[src/rtl/obstacle_spawn_scheduler.sv]
// Obstacle spawn scheduler: owns a pool of obstacle sprite slots. It issues one
// spawn per spawn period into the next free slot (round-robin) on an LFSR lane,
// frees slots as obstacles leave the screen, flushes the pool on a collision,
// and shortens the spawn period as play goes on.
module obstacle_spawn_scheduler #(
  parameter int          NUM_SLOTS      = 10,
  parameter int          TICK_DIV       = 50000000,
  parameter int          PERIOD_INIT    = 2,
  parameter int          PERIOD_MIN     = 1,
  parameter int          SPEEDUP_EVERY  = 8,
  parameter int          COOLDOWN_TICKS = 3,
  parameter int          LANE_W         = 2,
  parameter logic [15:0] LFSR_SEED      = 16'hACE1
) (
  input  logic                         Clk,
  input  logic                         Reset,
  input  logic                         enable,
  input  logic                         collision,
  input  logic [NUM_SLOTS-1:0]         slot_done,
  output logic [NUM_SLOTS-1:0]         slot_active,
  output logic                         spawn_valid,
  output logic [$clog2(NUM_SLOTS)-1:0] spawn_slot,
  output logic [LANE_W-1:0]            spawn_lane,
  output logic [7:0]                   period,
  output logic [15:0]                  spawn_count,
  output logic                         level_up
);

  localparam int SLOT_W = $clog2(NUM_SLOTS);
  localparam int CYC_W  = (TICK_DIV > 1) ? $clog2(TICK_DIV) : 1;

  typedef enum logic [1:0] {IDLE, RUN, FLUSH, COOLDOWN} state_t;

  state_t            state;
  logic [CYC_W-1:0]  cyc_cnt;
  logic [7:0]        tick_cnt;
  logic              pending;
  logic              coll_prev;
  logic [15:0]       lfsr;
  logic [SLOT_W-1:0] rr_ptr;

  logic                 tick;
  logic                 coll_edge;
  logic [8:0]           tick_next;
  logic                 due;
  logic                 cool_done;
  logic                 found;
  logic [SLOT_W-1:0]    pick;
  logic [SLOT_W:0]      scan;
  logic                 do_spawn;
  logic [NUM_SLOTS-1:0] spawn_mask;
  logic [15:0]          count_inc;
  logic                 speed_up;

  // Tick generation, collision edge and spawn-due detection.
  always_comb begin
    // NOTE: every signal written here gets a value on every path, so no latch is inferred.
    tick      = (cyc_cnt == CYC_W'(TICK_DIV - 1));
    coll_edge = collision & ~coll_prev;
    tick_next = {1'b0, tick_cnt} + 9'd1;
    // A period shortened while a spawn was pending can leave tick_cnt past it; >= catches that.
    due       = tick && (tick_next >= {1'b0, period});
    cool_done = tick && (tick_next >= 9'(COOLDOWN_TICKS));
  end

  // Round-robin search for the first free slot starting at rr_ptr.
  always_comb begin
    found = 1'b0;
    pick  = '0;
    scan  = '0;
    for (int i = 0; i < NUM_SLOTS; i++) begin
      scan = {1'b0, rr_ptr} + (SLOT_W + 1)'(i);
      if (scan >= (SLOT_W + 1)'(NUM_SLOTS)) scan = scan - (SLOT_W + 1)'(NUM_SLOTS);
      if (!found && !slot_active[scan[SLOT_W-1:0]]) begin
        found = 1'b1;
        pick  = scan[SLOT_W-1:0];
      end
    end
  end

  // Spawn decision, saturating spawn count and speed-up condition.
  always_comb begin
    do_spawn   = (state == RUN) && enable && !coll_edge && (pending || due) && found;
    spawn_mask = '0;
    if (do_spawn) spawn_mask[pick] = 1'b1;
    count_inc  = (spawn_count == 16'hFFFF) ? spawn_count : spawn_count + 16'd1;
    speed_up   = (count_inc % 16'(SPEEDUP_EVERY) == 16'd0) && (count_inc != 16'd0)
                 && (period > 8'(PERIOD_MIN));
  end

  // State machine, slot pool bookkeeping and all registered outputs.
  always_ff @(posedge Clk) begin
    // NOTE: state registers use non-blocking assignments so every read sees the pre-edge value.
    if (Reset) begin
      state       <= IDLE;
      slot_active <= '0;
      spawn_valid <= 1'b0;
      spawn_slot  <= '0;
      spawn_lane  <= '0;
      level_up    <= 1'b0;
      spawn_count <= '0;
      period      <= 8'(PERIOD_INIT);
      rr_ptr      <= '0;
      pending     <= 1'b0;
      cyc_cnt     <= '0;
      tick_cnt    <= '0;
      lfsr        <= LFSR_SEED;
      coll_prev   <= 1'b0;
    end else begin
      lfsr        <= {lfsr[14:0], lfsr[15] ^ lfsr[13] ^ lfsr[12] ^ lfsr[10]};
      coll_prev   <= collision;
      spawn_valid <= 1'b0;
      level_up    <= 1'b0;
      if (!enable) begin
        state       <= IDLE;
        slot_active <= '0;
        pending     <= 1'b0;
        cyc_cnt     <= '0;
        tick_cnt    <= '0;
      end else begin
        unique case (state)
          IDLE: begin
            state       <= RUN;
            slot_active <= '0;
            pending     <= 1'b0;
            cyc_cnt     <= '0;
            tick_cnt    <= '0;
          end
          RUN: begin
            if (coll_edge) begin
              // The flush takes priority over any spawn due in the same cycle.
              state       <= FLUSH;
              slot_active <= '0;
              pending     <= 1'b0;
              cyc_cnt     <= '0;
              tick_cnt    <= '0;
              period      <= 8'(PERIOD_INIT);
              spawn_count <= '0;
            end else begin
              cyc_cnt <= tick ? '0 : cyc_cnt + CYC_W'(1);
              if (tick) tick_cnt <= due ? 8'd0 : tick_next[7:0];
              slot_active <= (slot_active & ~slot_done) | spawn_mask;
              if (do_spawn) begin
                spawn_valid <= 1'b1;
                spawn_slot  <= pick;
                spawn_lane  <= lfsr[LANE_W-1:0];
                rr_ptr      <= (pick == SLOT_W'(NUM_SLOTS - 1)) ? '0 : pick + SLOT_W'(1);
                pending     <= 1'b0;
                spawn_count <= count_inc;
                if (speed_up) begin
                  period   <= period - 8'd1;
                  level_up <= 1'b1;
                end
              end else if (due) begin
                pending <= 1'b1;
              end
            end
          end
          FLUSH: begin
            state       <= COOLDOWN;
            slot_active <= '0;
            pending     <= 1'b0;
            cyc_cnt     <= '0;
            tick_cnt    <= '0;
            period      <= 8'(PERIOD_INIT);
            spawn_count <= '0;
          end
          COOLDOWN: begin
            cyc_cnt <= tick ? '0 : cyc_cnt + CYC_W'(1);
            if (tick) tick_cnt <= tick_next[7:0];
            if (cool_done) begin
              state    <= RUN;
              tick_cnt <= '0;
            end
          end
          default: state <= IDLE;
        endcase
      end
    end
  end

endmodule

[config.mk]
export PLATFORM = sky130hd
export DESIGN_NAME = obstacle_spawn_scheduler
export DESIGN_NICKNAME = d
export VERILOG_FILES = /design/src/rtl/obstacle_spawn_scheduler.sv
export SDC_FILE = /design/constraint.sdc
export NUM_CORES = 1
export LEC_CHECK = 0
export CAP_MARGIN = 10
export CORE_MARGIN = 2
export CORE_UTILIZATION = 53
export CTS_CLUSTER_SIZE = 25
export DETAILED_ROUTE_END_ITERATION = 10
export MAX_ROUTING_LAYER = met4
export PLACE_DENSITY = 0.88
export SKIP_CTS_REPAIR_TIMING = 1
export SLEW_MARGIN = 20
export SYNTH_ARGS = -nofsm -noshare
export SYNTH_HDL_FRONTEND = slang
export SYNTH_SLANG_ARGS = --single-unit
[constraint.sdc]
create_clock -name Clk -period 4.7 [get_ports Clk]
set_clock_uncertainty 0.15 [all_clocks]
set_input_delay 0.94 -clock Clk [delete_from_list [all_inputs] [get_ports Clk]]
set_output_delay 0.94 -clock Clk [all_outputs]
set_load 0.005 [all_outputs]
* Word-level counts from Yosys, hierarchy flattened
Index checks and enable logic that the tools add are counted.
** Storage, ports and cells
- Register bits after elaboration :: 100
- Latch bits :: 0
- Memory bits (writable) :: 0
- ROM bits :: 0
- Output and inout bits :: 42
- Logic and storage cells :: 222
- Memories kept :: 0
** Operators by class
- $add $sub $neg :: 24
- Multipliers :: 0
- Div/mod/pow operators :: 0
- Order comparisons :: 25
- Equal/unequal tests :: 13
- Shift operators :: 0
- Muxes and demuxes :: 82
- Bitwise operators :: 12
- Reductions and logical operators :: 52
** Operator list (number)
- 4-bit 2-to-1 mux :: 21
- 26-bit case mux with 3 select lines :: 1
- 8-bit 2-to-1 mux :: 8
- 4-bit by 5-bit < comparator with 1-bit output (second input constant) :: 11
- 26-bit 2-to-1 mux :: 2
- 16-bit 2-to-1 mux :: 3
- 5-bit by 4-bit >= comparator with 1-bit output (second input constant) :: 9
- 1-bit binary-select mux with 4-bit select :: 10
- 4-bit subtractor (second input constant) :: 10
- 16-bit case mux with 2 select lines :: 1
- 26-bit by 1-bit adder with 26-bit output (second input constant) :: 1
- 26-bit == test (second input constant) :: 1
- 1-bit 2-to-1 mux :: 26
- 8-bit case mux with 3 select lines :: 1
- 4-bit by 3-bit adder with 5-bit output (second input constant) :: 4
- 10-bit 2-to-1 mux :: 2
- 10-bit case mux with 2 select lines :: 1
- 1-bit logical AND :: 18
- 1-bit logical NOT :: 18
- 16-bit by 1-bit adder with 16-bit output (second input constant) :: 1
- 16-bit == test (second input constant) :: 1
- 16-bit logical NOT :: 1
- 8-bit case mux with 2 select lines :: 1
- 16-bit nonzero test :: 1
- 36 further kinds :: 55

* Logic depth before layout (Yosys ltp)
Gate-level depths: netlist of run 1.
- Word-level depth :: 40
- Depth in mapped cells :: 24
- Mapped depth without buffers :: 17

* Worst setup path before layout of run 1
Ideal clock, no wire load.
- Kind :: reg-to-reg
- Start :: register rr_ptr[2]
- End :: register rr_ptr[3]
- Library setup time :: 95 ps
- Arrival :: 4576 ps
- Data required time :: 4455 ps
- Setup slack :: -121 ps
- Cell stages (with the launch flop) :: 17
- Cells stage by stage :: dfxtp_1 buf_4 clkbuf_1 inv_1 ha_1 clkbuf_1 mux4_2 mux4_2 nand2_1 o31a_1 buf_2 nor3_4 and3_1 a221o_1 or4b_1 o221a_1 o311ai_1
** On the way
- Cells in the longest elaborated chain, start to end :: 34
** Ends and longest elaborated chain
- start, declared :: line 40 : logic [SLOT_W-1:0] rr_ptr;
- start signal, assigned :: line 147 : rr_ptr <= (pick == SLOT_W'(NUM_SLOTS - 1)) ? '0 : pick + SLOT_W'(1);
- 4-bit by 1-bit adder with 5-bit output :: line 72 : scan = {1'b0, rr_ptr} + (SLOT_W + 1)'(i);
- 4-bit subtractor / 5-bit by 4-bit >= comparator with 1-bit output (equally long branches) :: line 73 : if (scan >= (SLOT_W + 1)'(NUM_SLOTS)) scan = scan - (SLOT_W + 1)'(NUM_SLOTS);
- 4-bit 2-to-1 mux :: line 73
- 1-bit binary-select mux with 4-bit select :: line 74 : if (!found && !slot_active[scan[SLOT_W-1:0]]) begin
- 1-bit 2-to-1 mux (implied by the code) :: line 74
- 1-bit logical NOT :: line 74
- 1-bit logical AND :: line 74
- 1-bit 2-to-1 mux :: line 74
- [... 18 more ...]
- 1-bit logical NOT :: line 74
- 1-bit logical AND :: line 74
- 1-bit 2-to-1 mux :: line 74
- 1-bit logical NOT :: line 74
- 1-bit logical AND :: line 74
- 4-bit 2-to-1 mux / 1-bit 2-to-1 mux (equally long branches) :: line 74
- 4-bit by 1-bit adder with 4-bit output (tied with other cells) :: line 147
- 4-bit 2-to-1 mux / 4-bit AND reduction (equally long branches)
Several ways; a longest one is shown, not always the timed one. The select of a mux whose other input is x is not followed.
A chain may end at the register's enable or synchronous reset.

* Worst setup path in the final report of run 1
Same ends and word-level chain as after synthesis.

==> results of run 1 <==
-- registers in the layout, indices dropped and copies added, names as in the netlist --
signal,flops
cyc_cnt,26
lfsr,16
spawn_count,16
slot_active,10
period,8
tick_cnt,8
rr_ptr,4
spawn_slot,4
spawn_lane,2
state,2
coll_prev,1
level_up,1
pending,1
spawn_valid,1
-- metal layers --
layer	wire length [um]	track usage
met5	0	-
met4	735	0.1112
met3	1634	0.03422
met2	11350	0.4882
met1	10250	0.3913
-- metrics by stage --
step                setup slack (ns)  hold slack (ns)
floorplan                   0.003324           0.2395
global placement              0.1020           0.2442
detailed placement          -0.01572           0.2437
CTS                         -0.02440           0.2589
global route                0.003536           0.2655
finish                        0.1939           0.2568
-- power groups by stage --
stage	logic, W	registers, W	clock network (W)
floorplan	0.0000840	0.000886	0
global placement	0.000122	0.000888	0
detailed placement	0.000125	0.000888	0
global route	0.000141	0.000870	0.000889
CTS	0.000126	0.000868	0.000854
finish	0.000128	0.000869	0.000849
-- worst max path at each step --
| stage | start | endpoint | slack [ns] | cells past startpoint |
|---|---|---|---|---|
| 2_1_floorplan | rr_ptr[0]$_SDFFE_PP0P_ | rr_ptr[3]$_SDFFE_PP0P_ | 0.003 | 23 |
| 6_report | rr_ptr[2]$_SDFFE_PP0P_ | rr_ptr[3]$_SDFFE_PP0P_ | 0.19 | 16 |
| 3_3_place_gp | rr_ptr[2]$_SDFFE_PP0P_ | rr_ptr[3]$_SDFFE_PP0P_ | 0.10 | 17 |
| 5_1_grt | rr_ptr[1]$_SDFFE_PP0P_ | rr_ptr[3]$_SDFFE_PP0P_ | 0.004 | 16 |
| 3_5_place_dp | rr_ptr[2]$_SDFFE_PP0P_ | rr_ptr[3]$_SDFFE_PP0P_ | -0.02 | 17 |
| 4_1_cts | rr_ptr[2]$_SDFFE_PP0P_ | rr_ptr[3]$_SDFFE_PP0P_ | -0.02 | 17 |
-- final cells by class --
cell class | count | area (um2)
Timing Repair Buffer | 107 | 939.7
Inverter | 35 | 132.6
Clock buffer | 9 | 225.2
Clock inverter | 7 | 116.4
Fill cell | 1273 | 5607
Sequential cell | 100 | 2003
Multi-Input combinational cell | 832 | 5831
Tap cell | 188 | 235.2
-- synthesized netlist by cell type, drive strengths merged (14+ instances only) --
cell type,number,area share
nor2,115,0.053
dfxtp,100,0.25
nand2,67,0.031
a21oi,64,0.043
nand3,48,0.030
o21ai,45,0.028
ha,41,0.063
clkbuf,35,0.016
inv,34,0.016
xnor2,32,0.036
nor3,31,0.022
o211ai,24,0.022
and3,23,0.018
nor2b,23,0.018
a211oi,21,0.022
mux2i,21,0.026
xor2,19,0.021
and2,16,0.012
nand2b,16,0.012
nand4,16,0.013
buf,14,0.014
-- cells in the final DEF, fill, tap and decap left out, types with 5 or more instances in the layout --
master / instances
a21oi_1: 60
nand3b_1: 9
nand2b_1: 16
and3_1: 21
dfxtp_1: 99
a211oi_1: 18
or3_1: 11
and2_1: 16
or2_2: 12
nor3b_1: 6
a31oi_1: 7
mux2i_1: 20
nor2_1: 115
nand2_1: 66
o21bai_1: 5
nand4_1: 15
nor2b_1: 23
o21a_1: 11
clkdlybuf4s50_1: 54
a21o_1: 11
nor3_1: 29
o31ai_1: 5
o21ai_0: 41
nand3_1: 48
a32oi_1: 5
clkbuf_16: 9
xor2_1: 18
mux2_2: 8
a311oi_1: 6
ha_1: 38
buf_4: 51
xnor2_1: 28
o22ai_1: 5
inv_1: 31
a211o_1: 8
o211ai_1: 24
nor4_1: 6
-- kinds of logic after synthesis --
family	count (synthesis)
flops	100
xor+xnor	51
simple gates	418
buf+inv	84
mux	37
fa+ha+maj	42
compound gates	284
==> flow_summary.toml, run 1 <==
[grt]
grt_use_total = 0.3020
grt_first_pass_wirelength_um = 38730
antenna_found_initial = 0
grt_start_max_net_pins = 54
grt-ovfl-total = 0
grt_pass1_vias = 7569

[run_status]
status = "finished clean"

[power]
p_int_w = 0.001394
leakage_nw = 3.461
switchingPower_w = 0.0004519
swShare = 0.2449
clkPwrFrac = 0.460
ir_drop_uv = 223.1
p_total_w = 0.001846
p_seq_frac = 0.471
p_comb_frac = 0.069
p_per_area_nw_per_um2 = 194.6

[timing]
rsz0062_at_grt = "no"
finalHoldViolations = 0
relSlewSlack = 0.4694
worstMarginPinSlew_ns = 0.7940
fin_setup_tns_ns = 0
max_freq_ghz = 0.2219
fin_crit_ns = 4.506
setup_viol = 0
slew_violations = 0
fin_crit_sh = 0.9587

[worst_setup_path]
r2r-start = "rr_ptr[2]$_SDFFE_PP0P_"
crit_type = "flop to flop"
required_ns = 4.81
r2r_slack_ns = 0.19
end_kind = "flop"
r2r_end = "rr_ptr[3]$_SDFFE_PP0P_"
path_buf_inv = 4
rr_worst_depth = 16
cpPeakStageDelay_ns = 0.47
cp.arrival_ns = 4.62
crit_path_frequent_cell = "buf_4"
cpMaxStageDelayCell = "or4b_1"
cp_cell_sequence = "buf_4 > buf_4 > xor2_2 > buf_4 > inv_1 > ha_1 > o211ai_1 > nand2_1 > o311a_1 > a21o_1 > or3_1 > o32a_1 > o21a_2 > or4b_1 > o221a_1 > o311ai_1"
cp-start-kind = "flop"
cp_top_family = "compound AO/OA/AOI/OAI gates"
cp_max_fo = 10

[synth]
synth_edf_count = 0
syn_area_um2 = 8129
synth_warnings = 0
syn_avg_cell_area_um2 = 8.001
netlist_instances = 1016
synthSimpleGateAreaFrac = 0.2669
synth-compound-area-share = 0.2609
synth_fa_ha_area_frac = 0.06557
synth_ff_type = "dfxtp_1"
syn-num-nets = 1072
synth_xor_area_frac = 0.05772
ys_ff_latch = 100
synth_top_family_by_area = "simple AND/OR/NAND/NOR gates"
async_flop_share = 0
synthDistinctLibCells = 104
yosysSeqAreaShare = 0.2463
muxShareOfSynthArea = 0.05680

[clock_tree]
clockBufferDepth = 2
cts_buffers = 9
insertion_delay_ns = 0.36
htreeDepth = 3
clkSinkCount = 100
cts_root_buf = "clkbuf_16"
cts_tree = "yes"
clkSlewWorstSetupHoldPaths_ns = 0.07

[worst_hold_path]
hold_class = "flop to flop"
hold-path-endpoint = "lfsr[7]$_SDFF_PP1_"
min_from = "lfsr[6]$_SDFF_PP1_"
hold_path_depth = 1

[cells_and_area]
areaGrowthSynthToFinish_pct = 16.65
layout-drive-gt1-share = 0.1339
num_antenna_cells = 0
final_cells = 1278
design_area_um2 = 9483
nets = 1141
post-route-util = 0.6284

[flow_run]
cap_violations = 0

[die]
dieArea_um2 = 16340
num_rows = 45
coreArea_um2 = 15090
start_util = 0.5387
io_pins = 56
die_h_um = 127.8
die_x_um = 127.8

[routing]
ant_nets = 0
wl_per_cell_um = 18.76
drc = 0
drtIter0Drc = 673
vias = 8174
totalWireLength_um = 23970
viasPerCell = 6.396
dr.pass1.iters = 7

[place]
port_buffers = 55
dp_hpwl_um = 18040
placed_cell_area_um2 = 9045
placed_cells = 1258
routabilityCongestion = 0.9811
Note: power is estimated with default switching activity, not from simulation.
==> run 2, diff against run 1 <==
--- a/config.mk
+++ b/config.mk
@@ -6,7 +6,7 @@
 export NUM_CORES = 1
 export LEC_CHECK = 0
 export CAP_MARGIN = 10
-export CORE_MARGIN = 2
+export CORE_MARGIN = 4
 export CORE_UTILIZATION = 53
 export CTS_CLUSTER_SIZE = 25
 export DETAILED_ROUTE_END_ITERATION = 10
==> run 2 against run 1 <==
  * Cell area shrank 1.6%
  * Utilization down 1.0 points
  * Fmax down 0.58%
  * Cell count down 0.94%
  * Via count is 0.89% higher
  * Wire length fell by 0.22%
  * Non-clock buffer count down 10
  * Sequential share of layout area rose by 0.34 points
  * Register-to-register slack worse by 0.03 ns
  * Critical path depth did not move
  * Total power decreased by 5.4%
  * Critical path type unchanged
  * Critical endpoint is now spawn_count[10]$_SDFFE_PP0P_
==> flow_summary.toml, run 2 (synthesis gave the netlist of run 1 again) <==
[routing]
totalWireLength_um = 23920
vias = 8247
viasPerCell = 6.514
wl_met2_um = 11310
drtIter0Drc = 641
wl_met1_um = 9982
drc = 0
ant_nets = 0
wl_per_cell_um = 18.89
top_layer = "met4"
dr.pass1.iters = 5
met3_length_um = 1850

[place]
place_ws_ns = 0.1636
port_buffers = 55
placed_cells = 1247
routabilityCongestion = 1.000
dp_hpwl_um = 17930

[worst_setup_path]
cp_max_fo = 10
end_kind = "flop"
cpPeakStageDelay_ns = 0.42
r2r_slack_ns = 0.17
cp_top_family = "compound AO/OA/AOI/OAI gates"
r2r-start = "rr_ptr[0]$_SDFFE_PP0P_"
crit_end = "spawn_count[10]$_SDFFE_PP0P_"
cp_cell_sequence = "inv_1 > ha_1 > xnor2_2 > inv_1 > ha_1 > a221o_1 > o32a_1 > a211oi_4 > nor3_4 > buf_4 > nand4_2 > o2111ai_4 > a21oi_2 > nand2_1 > or3_1 > a21oi_1"
r2r_end = "spawn_count[10]$_SDFFE_PP0P_"
crit_type = "flop to flop"
cpMaxStageDelayCell = "ha_1"
startpoint = "rr_ptr[0]$_SDFFE_PP0P_"
cp-start-kind = "flop"
required_ns = 4.84
cp.depth = 16
cp.arrival_ns = 4.67
path_buf_inv = 3
rr_worst_depth = 16

[grt]
grt_pass1_vias = 7566
grt-ovfl-total = 0
grt_first_pass_wirelength_um = 38500
grt_start_max_net_pins = 54
grt_use_total = 0.2733
antenna_found_initial = 0

[cells_and_area]
nets = 1131
largest_register_ffs = 26
layout_commonest_cell = "nor2_1"
largest_register = "cyc_cnt"
nFillCells = 1265
num_antenna_cells = 0
final_cells = 1266
layout_common_cells = "115 x nor2_1, 100 x dfxtp_1, 66 x nand2_1, 59 x a21oi_1, 54 x clkdlybuf4s50_1"
layout-drive-gt1-share = 0.1215
reg_top3 = "cyc_cnt: 26 flops, lfsr: 16 flops, spawn_count: 16 flops"
areaGrowthSynthToFinish_pct = 14.75
post-route-util = 0.6182

[power]
ir_drop_uv = 229.7
p_per_area_nw_per_um2 = 187.2
p_total_w = 0.001746
leakage_nw = 3.373

[clock_tree]
clockBufferDepth = 2
cts_buffers = 9
htreeDepth = 3
clkSlewWorstSetupHoldPaths_ns = 0.07
cts_tree = "yes"
insertion_delay_ns = 0.36
clkSinkCount = 100
cts_root_buf = "clkbuf_16"

[die]
dieArea_um2 = 17380
die_x_um = 131.8
die_h_um = 131.8
num_rows = 45
io_pins = 56
start_util = 0.5387
coreArea_um2 = 15090

[timing]
timing.final.ws_setup_ns = 0.1678
slew_violations = 0
max_freq_ghz = 0.2206
setup_viol = 0
fin_crit_ns = 4.532
fin_crit_sh = 0.9643
worstMarginPinSlew_ns = 0.8288
finalHoldViolations = 0
relSlewSlack = 0.4317

[worst_hold_path]
hold_class = "flop to flop"

[run_status]
status = "finished clean"

[flow_run]
cap_violations = 0
run 2: cell count changes in the layout (fill, tap and decap cells not counted), sizes merged:
cell and delta:
buf -10, inv -2, clkinv +1, bufinv -1
run 2: layout make-up:
type	count	area, um2	share of cell area
flip-flops and latches	100	2002	0.2146
repair buffers	97	860.8	0.09229
multi-input cells	832	5808	0.6227
clock buffers	9	225.2	0.02414
clock inverters	5	61.31	0.006573
well taps	188	235.2	0.02522
inverters	35	135.1	0.01449
run 2: how the worst min path moves through the flow:
stage                                    from                   to  cells past startpoint
final                      lfsr[6]$_SDFF_PP1_   lfsr[7]$_SDFF_PP1_                      1
after global routing       lfsr[9]$_SDFF_PP0_  lfsr[10]$_SDFF_PP1_                      1
after CTS                  lfsr[6]$_SDFF_PP1_   lfsr[7]$_SDFF_PP1_                      1
after detailed placement   lfsr[6]$_SDFF_PP1_   lfsr[7]$_SDFF_PP1_                      1
after global placement    lfsr[14]$_SDFF_PP0_  lfsr[15]$_SDFF_PP1_                      1
after floorplan            lfsr[9]$_SDFF_PP0_  lfsr[10]$_SDFF_PP1_                      1
run 2: worst reg2reg max path, cell delays in order, from the launching register on:
cell	delay, ns
dfxtp_1	0.39
inv_1	0.13
ha_1	0.26
xnor2_2	0.22
inv_1	0.11
ha_1	0.42
a221o_1	0.40
o32a_1	0.25
a211oi_4	0.37
nor3_4	0.10
buf_4	0.15
nand4_2	0.14
o2111ai_4	0.28
a21oi_2	0.37
nand2_1	0.19
or3_1	0.38
a21oi_1	0.15
run 2: metal layers:
| metal | global-route usage | vias up |
|---|---|---|
| li1 | - | 3890 |
| met1 | 0.3451 | 3905 |
| met2 | 0.4404 | 388 |
| met3 | 0.04198 | 64 |
| met4 | 0.1091 | 0 |
| met5 | - | - |
run 2: through the flow:
stage               hold slack, ns  cell area (um2)  TNS (ns)
floorplan                   0.2395             8148         0
global placement            0.2427             8962         0
detailed placement          0.2488             8962         0
CTS                         0.2681             9249         0
global route                0.2767             9328  -0.05198
finish                      0.2638             9328         0
run 2: power breakdown:
group,internal [W],total [W],leakage (nW),switching (W)
registers,0.000860,0.000869,0.811,0.00000871
logic,0.0000514,0.000127,2.42,0.0000757
clock network,0.000411,0.000750,0.142,0.000339
total,0.00132,0.00175,3.37,0.000424
==> run 3, diff against run 2 <==
--- a/config.mk
+++ b/config.mk
@@ -10,8 +10,10 @@
 export CORE_UTILIZATION = 53
 export CTS_CLUSTER_SIZE = 25
 export DETAILED_ROUTE_END_ITERATION = 10
+export GPL_TIMING_DRIVEN = 0
 export MAX_ROUTING_LAYER = met4
 export PLACE_DENSITY = 0.88
+export SETUP_SLACK_MARGIN = 0.4
 export SKIP_CTS_REPAIR_TIMING = 1
 export SLEW_MARGIN = 20
 export SYNTH_ARGS = -nofsm -noshare
==> run 3 against run 2 <==
  * The flow now finishes with violations (negative setup slack)
  * Critical endpoint is now rr_ptr[3]$_SDFFE_PP0P_
  * Via count rose by 12%
  * Combinational power rose by 31%
  * Largest power group unchanged
  * Utilization rose by 9.3 points
==> flow_summary.toml, run 3 (synthesis gave the netlist of run 1 again) <==
[cells_and_area]
layout_common_cells = "109 x nor2_1, 97 x dfxtp_1, 74 x buf_4, 58 x nand2_1, 54 x clkdlybuf4s50_1"
layout-drive-gt1-share = 0.2453
layout_commonest_cell = "nor2_1"
num_antenna_cells = 0
areaGrowthSynthToFinish_pct = 32.03
regArea_um2 = 2013
largest_register = "cyc_cnt"
multiInputGateArea_um2 = 6379
largest_register_ffs = 26
reg_top3 = "cyc_cnt: 26 flops, lfsr: 16 flops, spawn_count: 16 flops"
post-route-util = 0.7113
nets = 1221
nFillCells = 1013

[grt]
grt_start_max_net_pins = 20
grt_use_total = 0.2732
grt-ovfl-total = 0
grt_pass1_vias = 7733
grt_first_pass_wirelength_um = 38480
antenna_found_initial = 0

[worst_setup_path]
cpMaxStageDelayCell = "or4b_1"
path_buf_inv = 4
cp.arrival_ns = 4.86
crit_type = "flop to flop"
r2r-start = "rr_ptr[1]$_SDFFE_PP0P_"
cp_max_fo = 7
r2r_end = "rr_ptr[3]$_SDFFE_PP0P_"
end_kind = "flop"
startpoint = "rr_ptr[1]$_SDFFE_PP0P_"
required_ns = 4.82
crit_end = "rr_ptr[3]$_SDFFE_PP0P_"
cp_top_family = "simple AND/OR/NAND/NOR gates"
r2r_slack_ns = -0.05
cp.depth = 17
cp-start-kind = "flop"
crit_path_frequent_cell = "inv_2"
cpPeakStageDelay_ns = 0.51
cp_cell_sequence = "buf_8 > inv_16 > ha_4 > inv_2 > fa_2 > or3b_4 > and3_4 > or3_4 > a32oi_4 > inv_2 > nor3_4 > nand2_2 > a2bb2oi_2 > a221o_2 > or4b_1 > o221a_1 > o311ai_2"
rr_worst_depth = 17

[place]
place_ws_ns = -0.4240
routabilityCongestion = 1.074
dp_hpwl_um = 17960
port_buffers = 54

[timing]
max_freq_ghz = 0.2107
finalHoldViolations = 0
slew_violations = 0
fin_crit_ns = 4.746
setup_viol = 1
hold_ws_ns = 0.2654
fin_crit_sh = 1.010
relSlewSlack = 0.3107
rsz0062_at_grt = "yes"
worstMarginPinSlew_ns = 1.023
fin_setup_tns_ns = -0.04608
timing.final.ws_setup_ns = -0.04608

[flow_run]
cap_violations = 0

[clock_tree]
insertion_delay_ns = 0.37
htreeDepth = 3
cts_tree = "yes"
cts_buffers = 9
clockBufferDepth = 2
clkSinkCount = 100
clkSlewWorstSetupHoldPaths_ns = 0.07
cts_root_buf = "clkbuf_16"

[power]
swShare = 0.2633
ir_drop_uv = 227.7
p_seq_frac = 0.474
clkPwrFrac = 0.436
leakage_nw = 3.886
switchingPower_w = 0.0004830
p_int_w = 0.001352
p_per_area_nw_per_um2 = 170.9
p_comb_frac = 0.090

[run_status]
violations = "negative setup slack"
status = "finished, violations left"

[routing]
ant_nets = 0
vias = 9225
dr.pass1.iters = 6
viasPerCell = 6.793
totalWireLength_um = 28310
wl_per_cell_um = 20.85
drtIter0Drc = 1074
drc = 0

[die]
dieArea_um2 = 17380
io_pins = 56
die_h_um = 131.8
start_util = 0.5387
num_rows = 45
die_x_um = 131.8
coreArea_um2 = 15090

[worst_hold_path]
hold_class = "flop to flop"
min_from = "lfsr[6]$_SDFF_PP1_"
## run 3: worst min path at each step
stage / endpoint / slack [ns] / cells past startpoint
final: lfsr[7]$_SDFF_PP1_ / 0.27 / 1
after global routing: lfsr[7]$_SDFF_PP1_ / 0.27 / 1
after CTS: lfsr[7]$_SDFF_PP1_ / 0.26 / 1
after detailed placement: lfsr[7]$_SDFF_PP1_ / 0.25 / 1
after global placement: lfsr[6]$_SDFF_PP1_ / 0.24 / 1
after floorplan: lfsr[10]$_SDFF_PP1_ / 0.24 / 1
## run 3: power groups by stage
stage,clock [W],combinational (W),sequential (W)
final,0.000800,0.000166,0.000869
after global routing,0.000834,0.000176,0.000870
after CTS,0.000795,0.000128,0.000868
after detailed placement,0,0.000127,0.000888
after global placement,0,0.000125,0.000887
after floorplan,0,0.0000855,0.000885
## run 3: layout make-up
class	count	area share
timing repair buffer	138	0.1146
buffer	49	0.03532
inverter	35	0.01667
clock buffer	9	0.02098
sequential	100	0.1876
multi-input combinational	832	0.5943
clock inverter	7	0.008627
tap	188	0.02192
## run 3: routing by layer
layer,global-route usage,vias to the layer above,part of all wire
met5,-,-,0
met4,0.1371,0,0.068
met3,0.03702,189,0.10
met2,0.4456,698,0.47
met1,0.3321,4271,0.36
li1,-,4067,-
## run 3: through the flow
stage / area, um2 / total power [W] / instances
2_1_floorplan: 8342 / 0.0009705 / 1016
3_3_place_gp: 9117 / 0.001012 / 1258
3_5_place_dp: 9117 / 0.001015 / 1258
4_1_cts: 9435 / 0.001791 / 1274
5_1_grt: 10730 / 0.001881 / 1358
6_report: 10730 / 0.001835 / 1358
